`src/rtl/hazard_stall_unit_pkg.sv`:
```
// Shared encodings and helpers for the pipeline hazard/stall unit.
// Tuse/Tnew encodings, MDU start codes, tracker entry type and the per-source hazard check.
package hazard_stall_unit_pkg;

  localparam logic [1:0] TUSE_D    = 2'd0;
  localparam logic [1:0] TUSE_E    = 2'd1;
  localparam logic [1:0] TUSE_M    = 2'd2;
  localparam logic [1:0] TUSE_NONE = 2'd3;

  localparam logic [1:0] TNEW_NONE = 2'd0;
  localparam logic [1:0] TNEW_ALU  = 2'd1;
  localparam logic [1:0] TNEW_LOAD = 2'd2;

  localparam logic [1:0] MD_START_NONE = 2'b00;
  localparam logic [1:0] MD_START_MUL  = 2'b01;
  localparam logic [1:0] MD_START_DIV  = 2'b10;

  localparam int unsigned DEFAULT_MULT_CYCLES = 5;
  localparam int unsigned DEFAULT_DIV_CYCLES  = 10;

  typedef struct packed {
    logic [4:0] a3;
    logic [1:0] tnew;
  } tracker_t;

  // A source stalls when some in-flight producer will not have its result by the time it is needed.
  function automatic logic src_hazard(logic [4:0] a, logic [1:0] tuse, tracker_t e, tracker_t m);
    logic e_hit;
    logic m_hit;
    e_hit = (a == e.a3) && (tuse < e.tnew);
    m_hit = (a == m.a3) && (tuse < m.tnew);
    return (a != 5'd0) && (tuse != TUSE_NONE) && (e_hit || m_hit);
  endfunction

endpackage

```
`src/rtl/hazard_stall_unit_md_busy_counter.sv`:
```
// Multiply/divide busy counter: loads the unit latency on a start, then counts down to idle.
module md_busy_counter
  import hazard_stall_unit_pkg::*;
#(
  parameter int unsigned MultCycles = DEFAULT_MULT_CYCLES,
  parameter int unsigned DivCycles  = DEFAULT_DIV_CYCLES
) (
  input  logic       clk_i,
  input  logic       rst_i,
  input  logic [1:0] start_i,
  output logic       busy_o
);

  logic [3:0] cnt_q, cnt_d;

  // A start while busy reloads rather than being ignored.
  always_comb begin
    cnt_d = cnt_q;
    case (start_i)
      MD_START_MUL: cnt_d = 4'(MultCycles);
      MD_START_DIV: cnt_d = 4'(DivCycles);
      default: begin
        if (cnt_q != 4'd0) cnt_d = cnt_q - 4'd1;
      end
    endcase
  end

  always_ff @(posedge clk_i or posedge rst_i) begin
    if (rst_i) cnt_q <= 4'd0;
    else       cnt_q <= cnt_d;
  end

  assign busy_o = (cnt_q != 4'd0);

endmodule

```
`src/rtl/hazard_stall_unit.sv`:
```
// Stall generator for the 5-stage core: tracks E/M destinations with remaining Tnew and
// freezes D when a source is needed too early. Define MDU_HAZARD_EN to also track the MDU.
module hazard_stall_unit
  import hazard_stall_unit_pkg::*;
#(
  parameter int unsigned MULT_CYCLES = DEFAULT_MULT_CYCLES,
  parameter int unsigned DIV_CYCLES  = DEFAULT_DIV_CYCLES
) (
  input  logic       clk,
  input  logic       reset,
  input  logic [4:0] ID_A1,
  input  logic [1:0] ID_Tuse1,
  input  logic [4:0] ID_A2,
  input  logic [1:0] ID_Tuse2,
  input  logic [4:0] ID_A3,
  input  logic [1:0] ID_Tnew,
  input  logic       ID_IsMD,
  input  logic [1:0] E_MDStart,
  output logic       Stall,
  output logic       DEClr,
  output logic       MDBusy
);

  tracker_t e_q, e_d;
  tracker_t m_q, m_d;
  logic     hazard1, hazard2, md_stall;

  always_comb begin
    hazard1 = src_hazard(ID_A1, ID_Tuse1, e_q, m_q);
    hazard2 = src_hazard(ID_A2, ID_Tuse2, e_q, m_q);
    Stall   = hazard1 | hazard2 | md_stall;
    DEClr   = Stall;

    if (Stall) begin
      e_d.a3   = 5'd0;
      e_d.tnew = TNEW_NONE;
    end else begin
      e_d.a3   = ID_A3;
      e_d.tnew = ID_Tnew;
    end

    // Moving E->M consumes one cycle of remaining latency, saturating at zero.
    m_d.a3   = e_q.a3;
    m_d.tnew = (e_q.tnew != TNEW_NONE) ? e_q.tnew - 2'd1 : TNEW_NONE;
  end

  always_ff @(posedge clk or posedge reset) begin
    if (reset) begin
      e_q <= '0;
      m_q <= '0;
    end else begin
      e_q <= e_d;
      m_q <= m_d;
    end
  end

`ifdef MDU_HAZARD_EN
  md_busy_counter #(
    .MultCycles(MULT_CYCLES),
    .DivCycles (DIV_CYCLES)
  ) u_md_busy (
    .clk_i  (clk),
    .rst_i  (reset),
    .start_i(E_MDStart),
    .busy_o (MDBusy)
  );

  // An op starting in E this cycle has not loaded the counter yet but already blocks HI/LO users.
  assign md_stall = ID_IsMD & (MDBusy | (E_MDStart != MD_START_NONE));
`else
  logic unused_md;
  assign unused_md = ^{ID_IsMD, E_MDStart, 4'(MULT_CYCLES), 4'(DIV_CYCLES)};
  assign md_stall  = 1'b0;
  assign MDBusy    = 1'b0;
`endif

endmodule
```
`config.mk`:
```
export PLATFORM = sky130hd
export DESIGN_NAME = hazard_stall_unit
export DESIGN_NICKNAME = d
export VERILOG_FILES = /design/src/rtl/hazard_stall_unit_pkg.sv /design/src/rtl/hazard_stall_unit_md_busy_counter.sv /design/src/rtl/hazard_stall_unit.sv
export SDC_FILE = /design/constraint.sdc
export NUM_CORES = 1
export LEC_CHECK = 0
export BUFFER_PORTS_ARGS = -buffer_cell sky130_fd_sc_hd__buf_2
export CAP_MARGIN = 40
export CORE_MARGIN = 4
export CORE_UTILIZATION = 52
export CTS_CLUSTER_DIAMETER = 150
export DETAILED_ROUTE_END_ITERATION = 6
export HOLD_SLACK_MARGIN = 0.12
export PLACE_DENSITY = 0.83
export SYNTH_ARGS = -nofsm -noshare
export SYNTH_HDL_FRONTEND = slang
export SYNTH_SLANG_ARGS = --single-unit
```
`constraint.sdc`:
```
create_clock -name clk -period 2.8 [get_ports clk]
set_input_delay 0.14 -clock clk [delete_from_list [all_inputs] [get_ports clk]]
set_output_delay 0.14 -clock clk [all_outputs]
set_load 0.005 [all_outputs]
```
==> qor.txt <==
Status: completed
Leak: 0.478 nW
Nets@finish: 138
Post-synth ARST share: 100%
Critical path data required time: 2.66 ns
N_diodes: 0
FP Rows: 14
Die width: 48.1 µm
Max Used Layer: met4
Net Sw Frac: 25.6%
Root buffer cell: clkbuf_4
TritonCTS Sinks: 14
Cell Int Power: 0.000356 W
Vias in the first global route: 709
Library cells used by synthesis: 16
Area occupied by multi-input gates: 460 µm²
Slew HR: 61.9%
Largest net degree at the start of global routing: 15
Unrepaired setup endpoints after global routing: false
WL met3: 110 µm
Minimum clock period: 2.46 ns
Max_cap viols: 0
Syn Std Cell Area: 837 µm²
Post-Layout Cell Count: 123
M1 wire length: 650 µm
Met2 WL: 882 µm
Gr usage total: 18.2%
Starting density of the core: 55.6%
Clock Latency Late Sink: 0.28 ns
Worst setup SP type: register
GP Congestion: 0.772
Vias: 647
Sequential Power Share: 48.7%
Top_reg_cell synth: dfrtp_1
# hold bufs at CTS: 8
DRC: 0
Post-DP HPWL: 1.39 mm
CTS tree: done
Worst-path clk slew: 0.08 ns
Area leader, netlist: dfrtp_1
IO Pins: 29
Post-synthesis register bit count: 14
Post-CTS Setup Bufs: 0
Clock Tree Buf Depth: 2
Post-Syn Area per Cell: 11.6 µm²
Number of routed nets with antenna violations: 0
Clock Skew: 0.00522 ns
Hold Crit Class: primary input to register
Total die area: 0.00232 mm²
Final setup violation count: 0
Wire per inst: 13.7 µm
Remaining global-route overflow: 0
CORE AREA: 0.00151 mm²
Cells after DPL: 111
Top post-synthesis cells by area: dfrtp_1, xnor2_1, xor2_1
Endpoints failing hold: 0
Vias per cell: 5.26
Count leader, synth: dfrtp_1
Max Slew Vio Count: 0
Pwr Density: 440 mW/mm²
Buffers added on ports: 24
Mapped Cells: 72
Fmax: 407 MHz
CTS Buf Count: 3
First-pass GRT wire length: 2.81 mm
Net Switching: 0.000122 W
Register area: 350 µm²
Share of cells above drive strength 1: 32.7%
Crit-path max FO: 8
Post-Syn Nets: 102
H-Tree Depth: 1
Initial antenna violation count: 0
Clock power frac: 29.0%
Final setup TNS: 0 ns
Crit. End Element: output pin
Worst Tran Pin Value: 0.572 ns
Power share of the combinational group: 22.3%
Period utilization: 87.7%
Synth top area share: 41.9%
Post-CTS resize count: 0
WS Path Type: register to output pin
Sequential share of the synthesized area: 41.9%
Drt pass-1 iters: 4
Post-synth top cells: dfrtp_1, xnor2_1, xor2_1
Fill count: 124
Critical path arrival: 2.32 ns
Synth-to-Final Area Change: 29.7%
Chip Height: 48.1 µm
Post-synth EDFFs: 0
Drt total wl: 1.68 mm
YS warnings: 0
1st-iter DRT viols: 6
Maximum vdd drop: 0.324 mV
Final hold slack: 0.323 ns
[routing by layer]
layer	up-vias	track usage (%)
met4	0	9.68
met5	-	0
met3	3	3.32
li1	322	-
met2	25	34.3
met1	297	18.8
[flip-flops by register name (all words and copies together) (netlist names)]
signal,cells
e_q,7
m_q,7
[logic make-up after synthesis]
family | count (synthesis) | synth area share [%]
and+or+nand+nor | 22 | 16.9
DFF | 14 | 41.9
buffers and inverters | 5 | 3.14
other | 1 | 0.448
adders and majority gates | 4 | 5.98
xor gates and xnor gates | 20 | 20.9
AOI/OAI and AO/OA | 6 | 10.8
[final timing paths]
| path | from | endpoint | slack, ns | cells past startpoint |
|---|---|---|---|---|
| hold reg to reg | e_q[5]$_DFF_PP0_ | m_q[5]$_DFF_PP0_ | 0.44 | 0 |
| hold / removal | ID_Tuse2[0] | e_q[5]$_DFF_PP0_ | 0.32 | 3 |
| setup / recovery | e_q[1]$_DFF_PP0_ | Stall | 0.34 | 7 |
| max in group asynchronous | reset | m_q[4]$_DFF_PP0_ | 2.03 | 3 |
| setup reg to reg | e_q[1]$_DFF_PP0_ | e_q[2]$_DFF_PP0_ | 0.80 | 6 |
| min in group asynchronous | reset | e_q[0]$_DFF_PP0_ | 0.43 | 3 |
[metrics by stage]
stage | instance area, µm² | worst slack [ns] | util [%] | total power, W
detailed placement | 970 | 0.639 | 64.4 | 0.000335
global route | 1090 | 0.172 | 72.1 | 0.000507
global placement | 970 | 0.705 | 64.4 | 0.000332
floorplan | 837 | 0.853 | - | 0.000300
CTS | 1090 | 0.315 | 72.1 | 0.000486
finish | 1090 | 0.344 | 72.1 | 0.000478
[critical path, stage by stage (launching register included)]
cell and delay [ns]:
dfrtp_1 0.37, inv_1 0.10, ha_1 0.25, a2111oi_2 0.32, nand4_1 0.16, a221oi_2 0.54, or2_1 0.19, buf_2 0.11
[final cells by class]
| type | count | area share [%] |
|---|---|---|
| well taps | 16 | 1.84 |
| repair buffers | 33 | 19.1 |
| inverters | 3 | 1.04 |
| clock buffers | 4 | 3.34 |
| multi-input cells | 53 | 42.4 |
| flip-flops and latches | 14 | 32.3 |
[power groups by stage]
stage	Sequential, W	Combinational, W	Clock, W
after floorplan	0.000233	0.0000663	0
after global routing	0.000236	0.000118	0.000153
after CTS	0.000233	0.000107	0.000146
after global placement	0.000236	0.0000954	0
after detailed placement	0.000237	0.0000984	0
final	0.000233	0.000106	0.000139
[placed cells by master (no fill, tap or decap)]
| master | n |
|---|---|
| a221oi_2 | 2 |
| dlygate4sd3_1 | 8 |
| or4_1 | 2 |
| buf_2 | 24 |
| nor3b_1 | 7 |
| or2_1 | 1 |
| ha_1 | 4 |
| xnor2_1 | 12 |
| conb_1 | 1 |
| clkbuf_8 | 1 |
| nand2b_1 | 4 |
| a2111oi_2 | 4 |
| xor2_1 | 8 |
| dfrtp_1 | 14 |
| nor2_1 | 3 |
| and2_1 | 1 |
| nand4_1 | 4 |
| inv_1 | 3 |
| buf_4 | 1 |
| clkbuf_4 | 3 |
Note: power is estimated with default switching activity, not from simulation.
